$ cat config.mk
export PLATFORM = sky130hd
export DESIGN_NAME = shift_ctl_flat
export DESIGN_NICKNAME = d
export VERILOG_FILES = /design/src/rtl/shift_ctl_pkg.sv /design/src/rtl/shift_ctl_if.sv /design/src/rtl/shift_ctl_win.sv /design/src/rtl/shift_ctl.sv /design/src/flat_wrapper.sv
export SDC_FILE = /design/constraint.sdc
export NUM_CORES = 1
export LEC_CHECK = 0
export ABC_CLOCK_PERIOD_IN_PS = 2400
export CORE_UTILIZATION = 46
export CTS_CLUSTER_SIZE = 10
export DETAILED_ROUTE_END_ITERATION = 16
export PLACE_DENSITY = 0.81
export SLEW_MARGIN = 40
export SYNTH_ARGS = -nofsm -noshare
export SYNTH_HDL_FRONTEND = slang
export SYNTH_SLANG_ARGS = --single-unit
$ cat constraint.sdc
create_clock -name clk -period 2.4 [get_ports clk]
set_input_delay 0.6 -clock clk [delete_from_list [all_inputs] [get_ports clk]]
set_output_delay 0.6 -clock clk [all_outputs]
set_load 0.02 [all_outputs]
$ cat src/rtl/shift_ctl_pkg.sv
// shift_ctl_pkg: shared widths, limits, state type and quiet-sample test for shift_ctl
package shift_ctl_pkg;
    localparam int DATA_W = 20;
    localparam int SHIFT_W = 4;
    localparam int HEAD_BITS = 3;
    localparam logic [SHIFT_W-1:0] SHIFT_MAX = 4'd15;
    typedef enum logic {HOLD, WATCH} state_t;
    function automatic logic is_quiet(input logic signed [DATA_W-1:0] d);
        return (&d[DATA_W-1 -: HEAD_BITS]) || !(|d[DATA_W-1 -: HEAD_BITS]);
    endfunction
endpackage

$ cat src/rtl/shift_ctl_if.sv
// shift_ctl_if: shifter-side bus (sample stream in, shift out)
interface shift_ctl_if;
    import shift_ctl_pkg::*;
    logic strobe;
    logic signed [DATA_W-1:0] data;
    logic ovf;
    logic [SHIFT_W-1:0] shift;
    modport master(output strobe, data, ovf, input shift);
    modport slave(input strobe, data, ovf, output shift);
endinterface

$ cat src/rtl/shift_ctl_win.sv
// shift_ctl_win: quiet-window sample counter and quiet-flag accumulator
module shift_ctl_win #(
    parameter int WIN_LEN = 256
) (
    input  logic clk,
    input  logic rst_n,
    input  logic strobe,
    input  logic quiet,
    input  logic restart,
    output logic win_done,
    output logic win_quiet
);
    logic [15:0] cnt;
    logic flag;
    assign win_done = strobe && !restart && cnt == 16'(WIN_LEN - 1);
    assign win_quiet = flag && quiet;
    always_ff @(posedge clk or negedge rst_n) begin
        if (!rst_n) begin
            cnt <= '0;
            flag <= 1'b1;
        end else if (restart || win_done) begin
            cnt <= '0;
            flag <= 1'b1;
        end else if (strobe) begin
            cnt <= cnt + 16'd1;
            flag <= flag && quiet;
        end
    end
endmodule

$ cat src/rtl/shift_ctl.sv
// shift_ctl: automatic shifter range controller; SHIFT_CTL_STATS_EN builds the step counters
module shift_ctl
    import shift_ctl_pkg::*;
#(
    parameter int WIN_LEN = 256,
    parameter int HOLD_LEN = 2,
    parameter int SHIFT_INIT = 8
) (
    input  logic clk,
    input  logic rst_n,
    shift_ctl_if.slave bus,
    input  logic auto_en,
    input  logic [SHIFT_W-1:0] manual_shift,
    output logic step_up,
    output logic step_dn,
    output logic sat,
    output logic [15:0] up_count,
    output logic [15:0] dn_count
);
    state_t state, state_nx;
    logic [7:0] hold_q, hold_nx;
    logic [SHIFT_W-1:0] shift_q, shift_nx;
    logic sat_nx, up_nx, dn_nx, win_done, win_quiet, restart;
    // window only advances on clean WATCH samples; everything else rearms it
    assign restart = !auto_en || state != WATCH || (bus.strobe && bus.ovf);
    shift_ctl_win #(.WIN_LEN(WIN_LEN)) u_win (
        .clk(clk),
        .rst_n(rst_n),
        .strobe(bus.strobe && !bus.ovf),
        .quiet(is_quiet(bus.data)),
        .restart(restart),
        .win_done(win_done),
        .win_quiet(win_quiet)
    );
    always_comb begin
        state_nx = state;
        hold_nx = hold_q;
        shift_nx = shift_q;
        sat_nx = sat;
        up_nx = 1'b0;
        dn_nx = 1'b0;
        if (!auto_en) begin
            state_nx = HOLD;
            hold_nx = 8'(HOLD_LEN);
            shift_nx = manual_shift;
            sat_nx = 1'b0;
        end else if (bus.strobe && state == HOLD) begin
            hold_nx = hold_q - 8'd1;
            state_nx = hold_q == 8'd1 ? WATCH : HOLD;
        end else if (bus.strobe && bus.ovf) begin
            if (shift_q != SHIFT_MAX) begin
                shift_nx = shift_q + 4'd1;
                up_nx = 1'b1;
                state_nx = HOLD;
                hold_nx = 8'(HOLD_LEN);
            end else begin
                sat_nx = 1'b1;
            end
        end else if (win_done && win_quiet && shift_q != '0) begin
            shift_nx = shift_q - 4'd1;
            dn_nx = 1'b1;
            state_nx = HOLD;
            hold_nx = 8'(HOLD_LEN);
        end
    end
    always_ff @(posedge clk or negedge rst_n) begin
        if (!rst_n) begin
            state <= HOLD;
            hold_q <= 8'(HOLD_LEN);
            shift_q <= SHIFT_W'(SHIFT_INIT);
            sat <= 1'b0;
            step_up <= 1'b0;
            step_dn <= 1'b0;
        end else begin
            state <= state_nx;
            hold_q <= hold_nx;
            shift_q <= shift_nx;
            sat <= sat_nx;
            step_up <= up_nx;
            step_dn <= dn_nx;
        end
    end
    assign bus.shift = shift_q;
`ifdef SHIFT_CTL_STATS_EN
    logic [15:0] up_q, dn_q;
    always_ff @(posedge clk or negedge rst_n) begin
        if (!rst_n) begin
            up_q <= '0;
            dn_q <= '0;
        end else begin
            if (up_nx && up_q != 16'hFFFF) up_q <= up_q + 16'd1;
            if (dn_nx && dn_q != 16'hFFFF) dn_q <= dn_q + 16'd1;
        end
    end
    assign up_count = up_q;
    assign dn_count = dn_q;
`else
    assign up_count = '0;
    assign dn_count = '0;
`endif
endmodule
$ cat src/flat_wrapper.sv
// flat-port wrapper written by rule: the top's interface ports become plain ports
module shift_ctl_flat import shift_ctl_pkg::*;
#(
    parameter int WIN_LEN = 256,
    parameter int HOLD_LEN = 2,
    parameter int SHIFT_INIT = 8
)
  (clk, rst_n, auto_en, manual_shift, step_up, step_dn, sat, up_count, dn_count, bus_strobe, bus_data, bus_ovf, bus_shift);
  shift_ctl_if bus_i ();
  input  logic clk;
  input  logic rst_n;
  input  logic auto_en;
  input  logic [SHIFT_W-1:0] manual_shift;
  output logic step_up;
  output logic step_dn;
  output logic sat;
  output logic [15:0] up_count;
  output logic [15:0] dn_count;
  input wire logic [$bits(bus_i.strobe)-1:0] bus_strobe;
  input wire logic [$bits(bus_i.data)-1:0] bus_data;
  input wire logic [$bits(bus_i.ovf)-1:0] bus_ovf;
  output wire logic [$bits(bus_i.shift)-1:0] bus_shift;
  assign bus_i.strobe = bus_strobe;
  assign bus_i.data = bus_data;
  assign bus_i.ovf = bus_ovf;
  assign bus_shift = bus_i.shift;
  shift_ctl #(.WIN_LEN(WIN_LEN), .HOLD_LEN(HOLD_LEN), .SHIFT_INIT(SHIFT_INIT)) u_core (.clk(clk), .rst_n(rst_n), .bus(bus_i), .auto_en(auto_en), .manual_shift(manual_shift), .step_up(step_up), .step_dn(step_dn), .sat(sat), .up_count(up_count), .dn_count(dn_count));
endmodule
## Yosys cells after proc, flatten, opt, wreduce, memory -nomap -nowiden

Index checks and enable logic that the tools add are counted.

| cells by class | value |
|---|---|
| add/sub/neg operators | 4 |
| eq/ne operators | 10 |
| muxes and demuxes | 32 |
| bitwise gates (word level) | 1 |
| reduce and logical (&&, ||, !) cells | 23 |

Operator list:

| cell | count |
|---|---|
| $mux W8 | 5 |
| $mux W16 | 2 |
| $mux W1 | 20 |
| $mux W4 | 5 |
| $add A16 B1 Y16 const B | 1 |
| $eq A16 B8 Y1 const B | 1 |
| $reduce_and A3 Y1 | 3 |
| $eq A8 B1 Y1 const B | 1 |
| $logic_and A1 B1 Y1 | 8 |
| $sub A8 B1 Y8 const B | 1 |
| $add A4 B1 Y4 const B | 1 |
| $logic_not A1 Y1 | 4 |
| $logic_or A1 B1 Y1 | 4 |
| $ne A2 B2 Y1 const B | 2 |
| $ne A4 B1 Y1 const B | 1 |
| $ne A4 B3 Y1 const B | 1 |
| $ne A4 B4 Y1 const B | 1 |
| $reduce_bool A4 Y1 | 1 |
| $sub A4 B1 Y4 const B | 1 |
| $ne A3 B1 Y1 const B | 1 |
| $ne A3 B3 Y1 const B | 1 |
| $reduce_or A3 Y1 | 1 |
| $ne A2 B1 Y1 const B | 1 |
| $reduce_and A2 Y1 | 1 |
| other kinds (2) | 2 |

| storage, ports and cells | value |
|---|---|
| register bits | 33 |
| bits of input ports | 29 |
| output and inout port bits | 39 |
| logic and storage cells | 78 |

## Depth between registers and ports, before layout

| logic depth | value |
|---|---|
| word-level depth | 12 |
| mapped depth | 8 |
| gate-level depth less buffers | 7 |

## Cells and area by module

Synthesis repeated with hierarchy kept, for this count alone.

| second synthesis, totals | value |
|---|---|
| cell total of the unflattened synthesis | 232 |
| area total of the unflattened synthesis | 2155.8 µm² |

Modules (own cells, without submodules):

| module | times used | cells each | area each (µm²) | seq. area each (µm²) |
|---|---|---|---|---|
| shift_ctl | 1 | 142 | 1270.0 | 402.9 |
| shift_ctl_win | 1 | 90 | 885.8 | 426.7 |

## Worst setup path after synthesis

OpenSTA, ideal clock, no wires.

| timing path | value |
|---|---|
| path kind | input-to-reg |
| start point | input bus_data[18] |
| end point | register u_core.shift_q[3], in the netlist u_core.bus.shift[3] |
| setup time | 77 ps |
| data arrival time | 2048 ps |
| data required time | 2323 ps |
| path slack | 275 ps |
| stages | 5 |
| path buffers | 0 |
| cell sequence | or3_2 -> nand2_1 -> a41oi_4 -> or4_1 -> a31oi_1 |

| between the ends | value |
|---|---|
| word-level cells in the longest chain between the ends | 8 |
| elaborated cells between the ends (all ways) | 9 |
| classes of those cells | 1 x eq/ne; 8 x reduce/logical |

RTL lines:

| item | line | RTL |
|---|---|---|
| start, declared | flat_wrapper.sv:20 | `input wire logic [$bits(bus_i.data)-1:0] bus_data;` |
| $reduce_or A3 Y1 | shift_ctl_pkg.sv:9 | `return (&d[DATA_W-1 -: HEAD_BITS]) \|\| !(\|d[DATA_W-1 -: HEAD_BITS]);` |
| $logic_not A1 Y1 | shift_ctl_pkg.sv:9 |  |
| $logic_or A1 B1 Y1 (*) | shift_ctl_pkg.sv:9 |  |
| $logic_and A1 B1 Y1 (*) | shift_ctl_win.sv:16 | `assign win_quiet = flag && quiet;` |
| $logic_and A1 B1 Y1 (*) (2 in series) | shift_ctl.sv:59 | `end else if (win_done && win_quiet && shift_q != '0) begin` |
| $ne A3 B1 Y1 (no line) (*) | n/a |  |
| $reduce_and A3 Y1 (no line) (*) | n/a |  |
| end signal, assigned | shift_ctl.sv:70 | `shift_q <= SHIFT_W'(SHIFT_INIT);` |
| end signal, assigned | shift_ctl.sv:77 | `shift_q <= shift_nx;` |
| end, declared | shift_ctl.sv:22 | `logic [SHIFT_W-1:0] shift_q, shift_nx;` |

Every way passes the cells marked *; elsewhere a longest branch is shown, timed or not.
A chain may end at the register's enable or synchronous reset.

## Worst setup path after layout

Same ends and word-level chain as after synthesis.

==> flow_summary.toml <==
[clock_network]
clk_pin_slew_worst_paths_ps = 70
h-tree-depth = 2
cts_buffers = 5
cts.repair_timing.setup_buffer_count = 0
clock_sinks = 33
root_buffer = "clkbuf_8"
clockBufferDepth = 2
cts_tree = "yes"
cts_hold_buf = 0
clk_latency_ps = 280

[timing]
setup_viol = 0
hold_violations = 0
skew_ps = 7.63
fin_crit_sh_pct = 95.7
relSlewSlack_pct = 63.2
slew_violations = 0
tightest_slew_ps = 546
fmax_mhz = 435
setup_tns_ps = 0
fin_crit_ps = 2300
rsz0062_at_grt = "false"

[critical_path]
worstSetupPathType = "in -> reg"
worst_setup_path_start_kind = "input pin"
path_max_fanout = 6
critPathCaptureType = "register"
reg2reg_slack_ps = 340
cp.arrival_ps = 2500
required_ps = 2610

[die]
core_area_sq_mm = 0.00435
rows = 24
die_y_um = 69.3
dieWidth_um = 69.3
start_util_pct = 47.8
io_pins = 68
design.die.area_sq_mm = 0.00480

[yosys]
synth_async_sr_flop_share_pct = 100
yosysMostFrequentCell = "buf_4"
synth_seq_area_share_pct = 39.9
yosys.area.top_type_share_pct = 36.1
synth_warnings = 0
synthTopCellsByCount = "buf_4 (33), dfrtp_1 (30), nor2_1 (30)"
synth.avg_cell_area_sq_um = 9.25
synth-edff-count = 0
synth_top_area_cell = "dfrtp_1"
ys_ff_latch = 33
synth_area_sq_mm = 0.00208
ys_types = 47
postSynthCellCount = 225
ys.flop_type = "dfrtp_1"
ys_top_cells_by_area = "dfrtp_1 (36%), buf_4 (12%), nor2_1 (5.4%), xor2_1 (4.6%), dfstp_2 (3.8%)"

[global_route]
grt-ovfl-total = 0
grt_max_degree = 34
grt_pass1_vias = 1542
grt_pass1_wl_um = 6520
grt_usage_pct = 16.6
antenna_found_initial = 0

[power_and_ir_drop]
power_density_mw_per_mm2 = 567
power_mw = 1.37
p_leak_nw = 1.07
ir_worst_vdd_v = 0.000264

[finish]
regArea_sq_um = 830
area_delta_synth_final_pct = 16.4
multi_input_area_sq_mm = 0.00106
antenna_cells = 0
drive_gt1_share_pct = 16.8
finalInstanceArea_sq_mm = 0.00242
nFillCells = 383
stdcell_count = 314
num-nets-final = 296

[status]
status = "complete, no violations"

[routing]
drt_first_iter_violations = 63
wl_per_cell_um = 11.9
ant_nets = 0
routed-via-count = 1574
vias_per_cell = 5.01
drc = 0
drt-pass1-iter-count = 4
routed_wl_um = 3740

[min_path]
min-delay-path-class = "reg -> reg"

[job]
drv_cap = 0

[placed_design]
gp_congestion = 0.784
port-buffer-count = 18
dp_hpwl_um = 2740
place_inst = 306
post_dp_cell_area_sq_mm = 0.00231
-- flip-flops by register name, summed over array words and instances (netlist names) --
| signal | flops |
|---|---|
| u_core.u_win.flag | 1 |
| u_core.bus.shift | 4 |
| u_core.state | 1 |
| u_core.u_win.cnt | 16 |
| u_core.step_dn | 1 |
| u_core.step_up | 1 |
| u_core.sat | 1 |
| u_core.hold_q | 8 |
-- metrics by stage --
step	worst slack, ps	utilization, %	hold slack (ps)
2_1_floorplan	275	-	304
3_3_place_gp	-271	53.0	477
3_5_place_dp	-339	53.0	479
4_1_cts	13.9	55.4	489
5_1_grt	13.6	55.6	529
6_report	103	55.6	484
-- layer usage --
| metal | wire, um | share of wire, % | track usage [%] | vias up |
|---|---|---|---|---|
| met5 | 0 | 0 | 0 | - |
| met4 | 82 | 2.2 | 7.71 | 0 |
| met3 | 120 | 3.2 | 2.91 | 8 |
| met2 | 1890 | 51 | 29.6 | 36 |
| met1 | 1640 | 44 | 19.4 | 752 |
| li1 | - | - | - | 778 |
-- cell type report --
type / count / share of cell area [%]
Timing Repair Buffer: 36 / 13.1
Multi-Input combinational cell: 173 / 43.9
Clock inverter: 1 / 0.207
Inverter: 12 / 1.86
Sequential cell: 33 / 34.3
Tap cell: 52 / 2.69
Clock buffer: 7 / 3.98
-- worst paths after layout --
check	from	end	cells after the start
hold reg to reg	u_core.hold_q[7]	u_core.hold_q[7]	1
max in group asynchronous	rst_n	u_core.bus.shift[3]	2
hold / removal	u_core.hold_q[7]	u_core.hold_q[7]	1
setup / recovery	bus_data[18]	u_core.bus.shift[3]	6
setup reg to reg	u_core.u_win.cnt[12]	u_core.bus.shift[3]	5
min in group asynchronous	rst_n	u_core.u_win.cnt[6]	2
-- cells in the final DEF, fill, tap and decap left out, types with 2 or more instances in the layout --
| cell | n |
|---|---|
| a21o_1 | 3 |
| a21oi_1 | 4 |
| a31oi_1 | 4 |
| and3_1 | 2 |
| buf_4 | 18 |
| clkbuf_8 | 7 |
| clkdlybuf4s50_1 | 16 |
| conb_1 | 32 |
| dfrtp_1 | 30 |
| dfstp_2 | 3 |
| ha_1 | 5 |
| inv_1 | 12 |
| nand2_1 | 12 |
| nand3_1 | 8 |
| nand4_1 | 7 |
| nor2_1 | 30 |
| nor3_1 | 2 |
| nor3b_1 | 2 |
| nor4_1 | 3 |
| o211ai_1 | 3 |
| o21ai_0 | 4 |
| o22ai_1 | 2 |
| o31a_2 | 2 |
| or2_2 | 2 |
| or3_1 | 4 |
| or4_1 | 2 |
| or4_4 | 3 |
| xnor2_1 | 7 |
| xor2_1 | 11 |
-- cell families after synthesis --
| family | share of synthesized area, % |
|---|---|
| adder cells (fa/ha/maj) | 3.97 |
| AND/OR/NAND/NOR | 21.5 |
| multiplexers | 0.481 |
| AO/OA/AOI/OAI | 11.3 |
| other | 0.180 |
| XOR/XNOR | 7.58 |
| buffers and inverters | 15.1 |
| flip-flops | 39.9 |
-- critical path, cell delays in order --
cell and delay, ps:
clkdlybuf4s50_1 410, or3_2 490, nand2_1 140, a41oi_4 170, or4_1 530, a31oi_1 160
-- timing repair --
item / 4_1_cts / 5_1_grt
gates cloned: 0 / 0
setup endpoints to repair: 1 / 5
pin swaps: 0 / 2
gates resized for setup: 2 / 3
-- report_power, final --
part / internal [mW] / switching (mW)
combinational: 0.118 / 0.167
sequential: 0.592 / 0.0400
clock: 0.259 / 0.197
(Power assumes the default switching activity.)
==> RTL edit 1: new RTL, same flow settings <==
`WIN_LEN` is set to 256 in 3 places; all go to 192.
--- a/src/rtl/shift_ctl_win.sv
+++ b/src/rtl/shift_ctl_win.sv
@@ -2,3 +2,3 @@
 module shift_ctl_win #(
-    parameter int WIN_LEN = 256
+    parameter int WIN_LEN = 192
 ) (
--- a/src/rtl/shift_ctl.sv
+++ b/src/rtl/shift_ctl.sv
@@ -4,3 +4,3 @@
 #(
-    parameter int WIN_LEN = 256,
+    parameter int WIN_LEN = 192,
     parameter int HOLD_LEN = 2,
--- a/src/flat_wrapper.sv
+++ b/src/flat_wrapper.sv
@@ -3,3 +3,3 @@
 #(
-    parameter int WIN_LEN = 256,
+    parameter int WIN_LEN = 192,
     parameter int HOLD_LEN = 2,
Formal check against the unedited RTL: same outputs for any inputs over 10 cycles, from zero or initial values and one cycle with rst_n low; that may be too few to reach the edited logic, so the function may still have changed.
==> RTL edit 1 against the original RTL <==
  * Synthesized area up 1.8%
  * Utilization up 1.6 points
  * Total power is 18% higher
  * Wire length is 5.6% higher
  * Largest cell class unchanged
  * Worst setup slack improved by 0.056 ns
  * Critical endpoint is now u_core.hold_q[5]
  * Design area is 3.6% higher
  * Worst hold slack improved by 0.015 ns
  * Sequential cell count unchanged
  * Combinational power is 62% higher
==> RTL edit 1: results (changes against the original RTL) <==
Seq/Total Area, Yosys=39.2% (-0.71 points); Mapped Cells=229 (+1.8%); Vias=1,637 (+4.0%); Yosys cell types=46 (-2.1%); Yosys top cell area share=35.4% (-0.64 points); family with the most delay on the worst path=buffers and inverters; M3 GR Usage=4.33% (+1.4 points); dpl cells=317 (+3.6%); fillers=392 (+2.3%); maximum resistive drop on vdd=428 uV (+62%); Placement Cell Area=2410 um2 (+4.2%); max incr delay on CP=0.45 ns (-0.08 ns); Critical Path Start=bus_ovf; Clock buf/inv share=4.04% (-0.14 points); gr usage total=17.2% (+0.61 points); drt wl/cell=12.1 um (+2.0%); Non-clk bufs=41 (+14%); top post-synthesis cells by area=dfrtp_1, buf_4, nor2_1, dfstp_2, xnor2_1; status=finished clean; crit-path max FO=7 (+1); final net count=307 (+3.7%); worst clock skew=0.0108 ns (+0.00316 ns); synth cell count leaders=nor2_1, buf_4, dfrtp_1, nand2_1; DR WL met2=1900 um (+0.26%); global-route wire length before repair=6690 um (+2.5%); Syn Area/Cell=9.25 um2 (about the same); CP max-delay cell=clkdlybuf4s50_1; Final HPWL DP=2980 um (+8.7%); Iter 0 DRT Violations=182 (+190%); multi-input gates=181 (+4.6%); met1 WL=1830 um (+11%); pre-CTS setup slack=-0.154 ns (+0.185 ns); origin of the critical flop-to-flop path=u_core.u_win.cnt[11]; Inverters excl. clock=10 (-2); GP Congestion=0.820 (+4.5%); signal buffers share of area=14.6% (+1.5 points)
-- RTL edit 1: power by group --
part	switching (uW)	internal (uW)	total, uW
sequential	73.2	613	687
clock	208	259	468
combinational	240	221	461
-- RTL edit 1: kinds of logic (layout without fill, tap and decap cells) --
logic type / Yosys count / in the layout / share of synthesized area (%)
compound gates: 28 / 28 / 9.33
xor+xnor: 16 / 16 / 6.62
fa+ha+maj: 6 / 6 / 3.90
buf+inv: 46 / 59 / 14.0
flops: 33 / 33 / 39.2
mux: 7 / 7 / 3.84
other cells: 1 / 32 / 0.177
simple gates: 92 / 92 / 23.0
-- RTL edit 1: final timing paths --
path | end | slack (ns) | cells past startpoint
max | u_core.hold_q[5] | 0.16 | 8
min in group asynchronous | u_core.bus.shift[2] | 0.72 | 2
max reg2reg | u_core.hold_q[5] | 0.27 | 7
max in group asynchronous | u_core.u_win.flag | 1.34 | 2
min reg2reg | u_core.hold_q[7] | 0.50 | 1
min | u_core.hold_q[7] | 0.50 | 1
==> RTL edit 2: new RTL, same flow settings <==
Made on the original files. One comparison of `cnt` changes from == to >=.
--- a/src/rtl/shift_ctl_win.sv
+++ b/src/rtl/shift_ctl_win.sv
@@ -14,3 +14,3 @@
     logic flag;
-    assign win_done = strobe && !restart && cnt == 16'(WIN_LEN - 1);
+    assign win_done = strobe && !restart && cnt >= 16'(WIN_LEN - 1);
     assign win_quiet = flag && quiet;
Behaviour: no difference found for any inputs over 10 cycles, from zero or initial values and one cycle with rst_n low; that may be too few to reach the edited logic, so the function may still have changed.
==> RTL edit 2 against the original RTL <==
  * Global-route usage is 0.22 points higher
  * Wire length is 10% lower
  * Sequential cell count stayed put
  * Worst setup slack better by 0.11 ns
  * Design area is 7.7% lower
  * Combinational power is 6% lower
  * Clock power is 4% lower
  * Total power is 2.2% lower
  * Synthesized area is 6.0% lower
  * Via count is 5.4% lower
  * Worst hold slack better by 0.0029 ns
  * Die area is 5.8% lower
==> RTL edit 2: results (changes against the original RTL) <==
XOR/XNOR Fraction of Synth Area=4.92% (-2.7 points); maximum resistive drop on vdd=203 uV (-23%); setup bufs post-CTS=0 (unchanged); clock-pin slew on the worst setup and hold paths=0.07 ns (about the same); Inverters excl. clock=7 (-5); signal buffers share of area=11.8% (-1.3 points); internal power=939 uW (-3.1%); Vias=1,489 (-5.4%); Seq area share=37.1% (+2.9 points); largest net degree at the start of global routing=34 (unchanged); Critical Path Start=bus_strobe; hold depth=2 (+1); final net count=277 (-6.4%); hold endpoint=u_core.u_win.flag; Pwr Density=601 nW/um2 (+5.9%); routed wire length=3350 um (-10%); share of cells above drive strength 1=10.7% (-6.1 points); synth cell count leaders=buf_4, dfrtp_1, nor2_1, nand2_1, a21oi_1; origin of the critical flop-to-flop path=u_core.u_win.cnt[12]; pre-CTS setup slack=-0.0948 ns (+0.244 ns); GP Congestion=0.794 (+1.3%); Clock buf/inv share=4.20% (+0.013 points); Final HPWL DP=2440 um (-11%); Placement Cell Area=2140 um2 (-7.3%); hold_sp=u_core.u_win.flag; global-route wire length before repair=5510 um (-15%); multi-input gates=166 (-4.0%); Clock Path Buffers=2 (unchanged); status=finished clean; RR Endpoint=u_core.hold_q[3]; Tmin final=2.19 ns (-0.106 ns); Residual DRC=0 (unchanged); P_clk=437 uW (-4%); Iter 0 DRT Violations=49 (-22%); Leak=0.000999 uW (-6.9%); vias in the first global route=1,288 (-16%); Seq/Total Area, Yosys=42.4% (+2.5 points); DR pass1 iterations=4 (unchanged); gr usage total=16.9% (+0.22 points); crit-path max FO=2 (-4); Root Buffer=clkbuf_8; R2R Setup Slk=0.48 ns (+0.14 ns); area of the multi-input gates=960 um2 (-9.8%); top post-synthesis cells by area=dfrtp_1, buf_4, nor2_1, dfstp_2, ha_1; post_cts resized=0 (-2); flops & latches, synth=33 (unchanged); fillers=349 (-8.9%); Critical Path End=u_core.bus.shift[3]; post-synthesis compound-gate area fraction=13.6% (+2.3 points); Non-clk bufs=29 (-19%); post-synthesis mux area share=1.02% (+0.54 points); Gate power share=20.0% (-0.7 points); worst clock skew=0.00722 ns (-0.000412 ns); Yosys warnings=0 (unchanged); CP arrival=2.40 ns (-0.10 ns); Yosys cell types=46 (-2.1%); adder-cell area share of the yosys netlist=4.22% (+0.25 points)
==> RTL edit 2: critical path, stage by stage <==
cell and delay, ns:
clkdlybuf4s50_1 0.50, nand2_1 0.09, ha_1 0.28, a21o_1 0.17
a21oi_1 0.16, xor2_1 0.09, or3_1 0.34, a31oi_1 0.16
==> RTL edit 2: layer usage <==
| layer | global-route usage [%] | routed length, um | vias up |
|---|---|---|---|
| met1 | 19.1 | 1480 | 710 |
| met3 | 5.41 | 175 | 7 |
| met2 | 27.8 | 1610 | 41 |
| met4 | 9.57 | 85 | 0 |
| li1 | - | - | 731 |
| met5 | 0 | 0 | - |
==> RTL edit 2: stage by stage <==
step                setup TNS, ns  instances  power, uW  utilization (%)  hold WS, ns
global placement          -0.0980        285        908             53.1        0.470
finish                          0        293       1340             55.5        0.486
detailed placement        -0.0948        285        915             53.1        0.479
CTS                             0        293       1360             55.5        0.489
floorplan                       0        242        864                -        0.304
global route                    0        293       1420             55.5        0.523
